### src/rtl/level_tally_pkg.sv
// Shared game definitions: FSM state encoding and the width/ceiling of the
// difference value that the downstream pass/lose judge also consumes.
package level_tally_pkg;

    typedef enum logic [1:0] {
        IDLE = 2'd0,
        RUN  = 2'd1,
        DONE = 2'd2
    } state_t;

    localparam int DIFF_W   = 5;
    localparam int DIFF_MAX = 31;

endpackage

### src/rtl/button_conditioner.sv
// Raw button conditioning: 2-FF synchronizer followed by a debounce counter.
// Emits exactly one press pulse per stable-high episode, at a fixed latency
// of 2 + DEBOUNCE_CYCLES cycles after a clean rise of the raw input.
module button_conditioner #(
    parameter int DEBOUNCE_CYCLES = 1_000_000
) (
    input  logic i_clk,
    input  logic i_rst,
    input  logic i_btn_raw,
    output logic o_press
);

    localparam int DB_W = $clog2(DEBOUNCE_CYCLES + 1);
    localparam logic [DB_W-1:0] DB_HIT  = DB_W'(DEBOUNCE_CYCLES - 1);
    localparam logic [DB_W-1:0] DB_FULL = DB_W'(DEBOUNCE_CYCLES);

    logic [1:0]      r_sync;
    logic [DB_W-1:0] r_db_cnt;
    logic            r_press;
    logic            w_level;

    assign w_level = r_sync[1];
    assign o_press = r_press;

    // Bring the asynchronous button into the clock domain.
    // NOTE: sequential state always uses non-blocking (<=) so every flop samples pre-edge values.
    always_ff @(posedge i_clk or posedge i_rst) begin
        if (i_rst) begin
            r_sync <= 2'b00;
        end else begin
            r_sync <= {r_sync[0], i_btn_raw};
        end
    end

    // Count stable-high cycles; pulse once when the count completes, then
    // hold at full so a held button cannot fire again until it drops low.
    always_ff @(posedge i_clk or posedge i_rst) begin
        if (i_rst) begin
            r_db_cnt <= '0;
            r_press  <= 1'b0;
        end else begin
            r_press <= w_level && (r_db_cnt == DB_HIT);
            if (!w_level) begin
                r_db_cnt <= '0;
            end else if (r_db_cnt != DB_FULL) begin
                r_db_cnt <= r_db_cnt + 1'b1;
            end
        end
    end

endmodule

### src/rtl/level_tally.sv
// Per-level scoring front end: counts shown symbols and debounced presses
// over a fixed window, then pulses levelComplete with the saturated
// absolute difference of the two counts.
module level_tally
    import level_tally_pkg::*;
#(
    parameter int CNT_W           = 8,
    parameter int WINDOW_CYCLES   = 500_000_000,
    parameter int DEBOUNCE_CYCLES = 1_000_000
) (
    input  logic              Clk100M,
    input  logic              reset,
    input  logic              startLevel,
    input  logic              symbolShown,
    input  logic              btnRaw,
    output logic              levelComplete,
    output logic [DIFF_W-1:0] difference,
    output logic              active,
    output logic [CNT_W-1:0]  targetCount,
    output logic [CNT_W-1:0]  userCount
);

    localparam int TMR_W_RAW = $clog2(WINDOW_CYCLES);
    localparam int TMR_W     = (TMR_W_RAW < 1) ? 1 : TMR_W_RAW;
    // Timer counts down from WINDOW_CYCLES-1 so that it reads zero on the
    // edge E0+WINDOW_CYCLES, which is the expiry edge.
    localparam logic [TMR_W-1:0] TMR_LOAD = TMR_W'(WINDOW_CYCLES - 1);

    state_t             r_state;
    state_t             w_next_state;
    logic [TMR_W-1:0]   r_timer;
    logic [CNT_W-1:0]   r_target;
    logic [CNT_W-1:0]   r_user;
    logic [DIFF_W-1:0]  r_difference;
    logic               r_level_complete;

    logic               w_press;
    logic               w_start;
    logic               w_expire;
    logic               w_count_en;
    logic [CNT_W:0]     w_diff_full;
    logic [DIFF_W-1:0]  w_diff_sat;

    button_conditioner #(
        .DEBOUNCE_CYCLES(DEBOUNCE_CYCLES)
    ) u_button_conditioner (
        .i_clk     (Clk100M),
        .i_rst     (reset),
        .i_btn_raw (btnRaw),
        .o_press   (w_press)
    );

    assign active        = (r_state == RUN);
    assign levelComplete = r_level_complete;
    assign difference    = r_difference;
    assign targetCount   = r_target;
    assign userCount     = r_user;

    // FSM state register.
    always_ff @(posedge Clk100M or posedge reset) begin
        if (reset) begin
            r_state <= IDLE;
        end else begin
            r_state <= w_next_state;
        end
    end

    // Next-state and datapath controls; a start always wins over expiry.
    // NOTE: every signal gets a default first so no path can infer a latch.
    always_comb begin
        w_next_state = r_state;
        w_start      = startLevel;
        w_expire     = 1'b0;
        w_count_en   = 1'b0;
        case (r_state)
            IDLE: begin
                if (startLevel) w_next_state = RUN;
            end
            RUN: begin
                if (startLevel) begin
                    w_next_state = RUN;
                end else if (r_timer == '0) begin
                    w_expire     = 1'b1;
                    w_next_state = DONE;
                end else begin
                    w_count_en = 1'b1;
                end
            end
            DONE: begin
                if (startLevel) w_next_state = RUN;
            end
            default: begin
                w_next_state = IDLE;
            end
        endcase
    end

    // Absolute difference in CNT_W+1 bits, clamped to the judge's range.
    always_comb begin
        if (r_target >= r_user) begin
            w_diff_full = {1'b0, r_target} - {1'b0, r_user};
        end else begin
            w_diff_full = {1'b0, r_user} - {1'b0, r_target};
        end
        if (w_diff_full > (CNT_W + 1)'(DIFF_MAX)) begin
            w_diff_sat = DIFF_W'(DIFF_MAX);
        end else begin
            w_diff_sat = w_diff_full[DIFF_W-1:0];
        end
    end

    // Window timer, saturating event counters and the held result.
    always_ff @(posedge Clk100M or posedge reset) begin
        if (reset) begin
            r_timer          <= '0;
            r_target         <= '0;
            r_user           <= '0;
            r_difference     <= '0;
            r_level_complete <= 1'b0;
        end else begin
            r_level_complete <= w_expire;
            if (w_start) begin
                r_timer      <= TMR_LOAD;
                r_target     <= '0;
                r_user       <= '0;
                r_difference <= '0;
            end else if (w_expire) begin
                r_difference <= w_diff_sat;
            end else if (w_count_en) begin
                r_timer <= r_timer - 1'b1;
                if (symbolShown && (r_target != '1)) begin
                    r_target <= r_target + 1'b1;
                end
                if (w_press && (r_user != '1)) begin
                    r_user <= r_user + 1'b1;
                end
            end
        end
    end

endmodule

### config.mk
export PLATFORM = sky130hd
export DESIGN_NAME = level_tally
export DESIGN_NICKNAME = d
export VERILOG_FILES = /design/src/rtl/level_tally_pkg.sv /design/src/rtl/button_conditioner.sv /design/src/rtl/level_tally.sv
export SDC_FILE = /design/constraint.sdc
export NUM_CORES = 1
export LEC_CHECK = 0
export CORE_UTILIZATION = 54
export CTS_CLUSTER_DIAMETER = 30
export CTS_CLUSTER_SIZE = 14
export DETAILED_ROUTE_END_ITERATION = 10
export GPL_TIMING_DRIVEN = 0
export PLACE_DENSITY = 0.82
export SYNTH_ARGS = -nofsm -noshare
export SYNTH_HDL_FRONTEND = slang
export SYNTH_HIERARCHICAL = 1
export SYNTH_SLANG_ARGS = --single-unit
### constraint.sdc
create_clock -name Clk100M -period 2.3 [get_ports Clk100M]
set_input_delay 0.23 -clock Clk100M [delete_from_list [all_inputs] [get_ports Clk100M]]
set_output_delay 0.23 -clock Clk100M [all_outputs]
set_load 0.1 [all_outputs]
==> results.cfg <==
[worst_setup_path]
crit_chain = or3_1 -> nor4_4 -> buf_4 -> nand3_4 -> nor3_4 -> nand2_2 -> mux2i_4 -> a31oi_1
path_max_fanout = 5
crit_arrival_ps = 2780
cp_top_family = simple AND/OR/NAND/NOR gates
max_stage_delay_ps = 480
crit_buf_inv = 1
crit_slowest_cell = or3_1
worstSetupStartpointType = flop
cp-end-kind = flop
cp.required_ps = 2540
crit_type = flop to flop

[placed_design]
place_inst = 612
port_buffers = 27
hpwl_mm = 6.95
gp_congestion = 0.882

[floorplanning]
dieArea_sq_um = 8630
die_h_um = 92.9
start_util = 0.569
fp.dieW_um = 92.9
row_count = 32
boundaryPins = 28
fp.coreArea_sq_um = 7850

[route]
avgRoutedWirePerCell_um = 18.5
vias_per_cell = 6.01
drt_iter0_drc = 299
vias = 4012
dr.pass1.iters = 5
drc = 0
routed_wl_mm = 12.3
antenna_left = 0

[power]
swShare = 0.284
p_switching_w = 0.000751
seqPwrFrac = 0.516
combPwrFrac = 0.114
p_leak_nw = 2.33
powerDensity_nw_per_um2 = 453
internal_power_w = 0.00190
peakVddDrop_uv = 286
pwr-share-clk = 0.370

[sta]
maxSlewHeadroom = 0.353
rsz0062_at_grt = true
period_share = 1.10
setup_viol = 31
worst_slack_ps = -231
finClkSkew_ps = 10.9
maxSlewViolCount = 0
finalHoldViolations = 0
tightest_slew_ps = 968
totalNegativeSetupSlack_ps = -2910
fmax_ghz = 0.395
fin_crit_ps = 2530

[run_status]
status = complete, but fails checks
failed_checks = setup timing

[cells_and_area]
antenna_cells = 0
final_layout_size_suffix_gt1_frac = 0.278
fin_cells = 667
layout.nets = 588
synthToLayoutAreaGrowth_pct = 30.9

[cts]
cts_buffer_depth = 2
cts_max_level = 3
cts.sinks = 76
clk_latency_ps = 370
clk_pin_slew_worst_paths_ps = 90
clock-root-buffer = clkbuf_8
numCtsBuffers = 9
cts_hold_buffers = 0
cts_tree = done

[logic_synthesis]
synth_area_sq_um = 4460
ys_seq_area_frac = 0.426
postSynthAreaPerCell_sq_um = 9.26
yosysUniqueCellTypes = 51
ys_seq_elements = 76
synth-edff-count = 0
synth-main-ff-cell = dfrtp_1
synth-async-reset-ratio = 1.00
syn-instance-count = 482
synthesis.nets = 510
synth_warnings = 6

[global_routing]
grt_usage = 0.266
grt_overflow_total = 0
grt_pass1_wl_mm = 17.8
antenna_found_initial = 0
grt_start_max_net_pins = 37
grt_pass1_vias = 3734

[flow_run]
cap_violations = 0

[worst_hold_path]
min_path_type = primary input to async pin
## layout make-up
type | count | area, sq um
clock buffers | 10 | 138
inverters | 33 | 124
flip-flops and latches | 76 | 1920
repair buffers | 68 | 601
plain buffers | 17 | 121
clock inverters | 6 | 47.5
multi-input cells | 355 | 2760
well taps | 102 | 128
fillers | 514 | 2010
## worst register-to-register path: stages (launching register included)
cell     delay, ps
dfrtp_1        410
or3_1          480
nor4_4         480
buf_4          250
nand3_4        100
nor3_4         240
nand2_2        120
mux2i_4        220
a31oi_1        120
## layer usage
| layer | global-route usage | part of all wire |
|---|---|---|
| met5 | 0 | 0 |
| met4 | 0.123 | 0.052 |
| met3 | 0.0468 | 0.058 |
| met2 | 0.434 | 0.49 |
| met1 | 0.345 | 0.40 |
## final timing paths
kind / startpoint / endpoint / slack (ps) / cells after the start
worst max-delay path: r_timer[25] / difference[4] / -230 / 8
worst min-delay path: reset / userCount[6] / 220 / 2
worst max register to register: r_timer[25] / difference[4] / -230 / 8
worst min register to register: u_button_conditioner/r_sync[0] / u_button_conditioner/r_sync[1] / 360 / 0
max in group asynchronous: reset / u_button_conditioner/r_db_cnt[7] / 1370 / 2
min in group Clk100M: btnRaw / u_button_conditioner/r_sync[0] / 290 / 1
## cells in the mapped netlist (9+ instances only)
| cell type | instances | area [sq um] |
|---|---|---|
| nor2_1 | 54 | 203 |
| xor2_1 | 20 | 175 |
| nand3_1 | 18 | 90.1 |
| ha_1 | 21 | 263 |
| clkbuf_1 | 15 | 56.3 |
| a31oi_1 | 11 | 68.8 |
| or3_1 | 9 | 56.3 |
| xnor2_1 | 36 | 315 |
| nor3_1 | 13 | 65.1 |
| o21ai_0 | 11 | 55.1 |
| inv_1 | 33 | 124 |
| nand4_1 | 12 | 75.1 |
| nand2_1 | 41 | 154 |
| a21oi_1 | 29 | 145 |
| dfrtp_1 | 76 | 1900 |
## flip-flops by register name, summed over array words and instances, names as in the netlist
signal                         count
levelComplete                      1
targetCount                        8
u_button_conditioner/r_sync        2
u_button_conditioner/r_db_cnt     20
userCount                          8
r_timer                           29
difference                         5
u_button_conditioner/o_press       1
r_state                            2
## timing repair
| action | CTS | global route |
|---|---|---|
| buffers inserted | 16 | 24 |
| pin swaps | 24 | 30 |
| endpoints found under the setup margin | 45 | 47 |
| gates resized for setup | 32 | 44 |
## power by group through the flow
stage	clock network, W	logic (W)	registers [W]
detailed placement	0	0.000246	0.00139
global placement	0	0.000235	0.00139
CTS	0.000968	0.000250	0.00137
floorplan	0	0.000157	0.00142
global route	0.00105	0.000327	0.00137
finish	0.000979	0.000301	0.00137
## logic make-up after synthesis
group | count (synthesis) | share of synthesized area
and+or+nand+nor | 201 | 0.243
DFF | 76 | 0.426
AOI/OAI and AO/OA | 70 | 0.0953
xor gates and xnor gates | 56 | 0.110
buffers and inverters | 51 | 0.0451
adders and majority gates | 23 | 0.0679
muxes | 5 | 0.0123
## cells in the final DEF, fill, tap and decap left out, types with 17 or more instances in the layout
| master | netlist | routed |
|---|---|---|
| dfrtp_2 | 0 | 17 |
| nor2_1 | 54 | 52 |
| nand2_1 | 41 | 34 |
| buf_4 | 0 | 36 |
| a21oi_1 | 29 | 24 |
| inv_1 | 33 | 25 |
| xor2_1 | 20 | 20 |
| xnor2_1 | 36 | 33 |
| clkdlybuf4s50_1 | 0 | 26 |
| dfrtp_1 | 76 | 59 |
| nand3_1 | 18 | 17 |
## metrics by stage
stage	area (sq um)	power [W]	utilization	setup slack [ps]	hold slack [ps]
detailed placement	5040	0.00164	0.643	-353	342
finish	5840	0.00265	0.744	-231	216
floorplan	4620	0.00157	-	-195	232
CTS	5480	0.00259	0.698	-119	233
global placement	5020	0.00163	0.640	-414	335
global route	5840	0.00274	0.744	-353	254
No activity file was read; power rests on OpenSTA's default activity.
==> RTL change, RTL diff (config.mk and constraints unchanged) <==
`DEBOUNCE_CYCLES` is set to 1_000_000 in 2 places; all go to 500_000.
--- a/src/rtl/button_conditioner.sv
+++ b/src/rtl/button_conditioner.sv
@@ -2,7 +2,7 @@
 // Emits exactly one press pulse per stable-high episode, at a fixed latency
 // of 2 + DEBOUNCE_CYCLES cycles after a clean rise of the raw input.
 module button_conditioner #(
-    parameter int DEBOUNCE_CYCLES = 1_000_000
+    parameter int DEBOUNCE_CYCLES = 500_000
 ) (
     input  logic i_clk,
     input  logic i_rst,
--- a/src/rtl/level_tally.sv
+++ b/src/rtl/level_tally.sv
@@ -6,7 +6,7 @@
 #(
     parameter int CNT_W           = 8,
     parameter int WINDOW_CYCLES   = 500_000_000,
-    parameter int DEBOUNCE_CYCLES = 1_000_000
+    parameter int DEBOUNCE_CYCLES = 500_000
 ) (
     input  logic              Clk100M,
     input  logic              reset,
Behaviour: no difference found for any inputs over 10 cycles, from zero or initial values and one cycle with reset high; that may be too few to reach the edited logic, so the function may still have changed.
==> RTL change against the unedited design <==
The run still ends with setup timing left; final area increased by 0.66%; utilization grew 0.49 points; wire length increased by 4.2%; setup slack improved by 0.073 ns; sequential cell count is 1 lower; area after synthesis is 0.45% lower; total power is 2.4% higher; sequential share of layout area decreased by 0.64 points; largest power group unchanged; highest routed layer unchanged.
==> RTL change: results (changes against the unedited design) <==
yosysUniqueCellTypes: 55  # was 51
worst-path-max-fanout: 6  # was 5
synth_common_cells: "dfrtp_1 (75), nor2_1 (54), nand2_1 (51), xnor2_1 (35), inv_1 (33)"  # was dfrtp_1 (76), nor2_1 (54), nand2_1 (41), xnor2_1 (36), inv_1 (33)
status: "complete, but fails checks"  # unchanged
wl_per_cell_um: 19.2  # was 18.5 µm
cts_htree_levels: 3  # unchanged
hold_class: "in2async"  # unchanged
crit_type: "reg2reg"  # unchanged
cts-root-buf: "clkbuf_8"  # unchanged
cts_inserted_buffers: 9  # unchanged
p_leak_nw: 2.35  # was 2.33 nW
setup_slack_ns: -0.159  # was -0.231 ns
vdd_drop_max_v: 0.000443  # was 0.000286 V
nNetsFinal: 590  # was 588
post-place-ws_ns: -0.388  # was -0.353 ns
p_int_mw: 1.98  # was 1.90 mW
synth_seq_area_share_pct: 42.3  # was 42.6%
gp_congestion: 0.874  # was 0.882
clkSlewWorstSetupHoldPaths_ns: 0.08
hpwl_um: 6990  # was 6950 µm
vias_per_cell: 6.07  # was 6.01
use_met1_pct: 32.5  # was 34.5%
diodes: 0  # unchanged
timing.rr.start: "r_timer[0]"  # was r_timer[25]
slew_headroom_pct: 34.3  # was 35.3%
grt_pass1_vias: 3732  # was 3,734
first_iter_violations: 362  # was 299
grt_max_degree: 45  # was 37
met3_usage_pct: 3.12  # was 4.68%
grtUsageMet2_pct: 43.7  # was 43.4%
antenna_found_initial: 0  # unchanged
async_reset_ff_share_pct: 100  # unchanged
ys_top_cells_by_area: "dfrtp_1 (42%), xnor2_1 (6.9%), ha_1 (6.2%), nor2_1 (4.6%), nand2_1 (4.3%)"  # was dfrtp_1 (43%), xnor2_1 (7.1%), ha_1 (5.9%), nor2_1 (4.5%), xor2_1 (3.9%)
syn_nets: 509  # was 510
skew_ns: 0.0138  # was 0.0109 ns
grtUsageTotal_pct: 25.5  # was 26.6%
reg2reg_depth: 11  # was 8
failed_checks: "setup timing"  # unchanged
setup_viol: 37  # was 31
clockBufferDepth: 2  # unchanged
clk_latency_ns: 0.36
portBuffers: 27  # unchanged
placed_area_um2: 5020  # was 5040 µm²
grt_pass1_wl_um: 17400  # was 17,800 µm
yosys_warnings: 6  # unchanged
dr.pass1.iters: 6  # was 5
worst_ep_arrival_time_ns: 2.67  # was 2.78 ns
largestRegisters: "r_timer: 29 flops, u_button_conditioner/r_db_cnt: 19 flops"  # was r_timer: 29 flops, u_button_conditioner/r_db_cnt: 20 flops
drive_gt1_share_pct: 27.7  # was 27.8%
[RTL change: cell types whose count changed after synthesis, sizes merged, moves of 2 or more]
| cell | unedited run | this run |
|---|---|---|
| or3 | 9 | 7 |
| nand3 | 19 | 16 |
| and4 | 4 | 6 |
| nand2 | 41 | 51 |
| mux2i | 4 | 7 |
| and3 | 9 | 6 |
| o21ai | 11 | 9 |
| a21oi | 29 | 26 |
| o21a | 5 | 2 |
[RTL change: layer usage]
metal | vias to the layer above | part of all wire, % | routed length [µm]
met1 | 2014 | 40 | 5170
li1 | 1819 | - | -
met3 | 51 | 5.3 | 676
met5 | - | 0 | 0
met4 | 0 | 4.8 | 622
met2 | 172 | 50 | 6370
[RTL change: layout make-up]
type | instances | area, µm²
timing repair buffer | 72 | 641
buffer | 16 | 108
clock inverter | 6 | 65.1
fill | 500 | 1970
sequential | 75 | 1900
clock buffer | 10 | 138
multi-input combinational | 354 | 2780
tap | 102 | 128
inverter | 33 | 124
[RTL change: logic make-up (layout without fill, tap and decap cells)]
group,count (synthesis),after routing,share of synthesized area (%)
fa+ha+maj,24,24,7.10
buf+inv,51,137,4.51
flops,75,75,42.3
xor+xnor,55,55,10.8
mux,8,8,1.92
compound gates,64,64,8.82
simple gates,203,203,24.6
[RTL change: final timing paths]
check                                                   end  slack [ns]
min in group Clk100M         u_button_conditioner/r_sync[0]        0.30
setup reg to reg                                r_timer[27]       -0.16
max in group asynchronous  u_button_conditioner/r_db_cnt[0]        1.40
hold reg to reg              u_button_conditioner/r_sync[1]        0.35
setup / recovery                                r_timer[27]       -0.16
hold / removal                                 userCount[4]        0.15
[RTL change: power groups by stage]
stage / Sequential, mW / Clock, mW / Combinational [mW]
after floorplan: 1.40 / 0 / 0.154
after global placement: 1.38 / 0 / 0.231
after detailed placement: 1.38 / 0 / 0.243
after CTS: 1.35 / 1.04 / 0.251
after global routing: 1.35 / 1.12 / 0.313
final: 1.35 / 1.07 / 0.291
[RTL change: stage by stage]
stage,std cells,setup TNS [ns]
2_1_floorplan,480,-0.975
3_3_place_gp,609,-19.18
3_5_place_dp,610,-8.08
4_1_cts,643,-1.24
5_1_grt,668,-5.15
6_report,668,-2.66
[RTL change: worst max-delay path: stages (launching register included)]
cell	delay [ns]
dfrtp_1	0.41
inv_2	0.08
ha_4	0.13
or4b_4	0.48
nor3_4	0.27
buf_6	0.15
a31oi_4	0.11
buf_8	0.19
buf_6	0.11
nand4_1	0.12
xor2_1	0.16
nand2_1	0.09
[RTL change: what timing repair did]
item	in CTS	in global routing
setup buffers	17	28
pin swaps	21	30
gates cloned	0	0
endpoints found under the setup margin	45	46
resized for setup	36	40
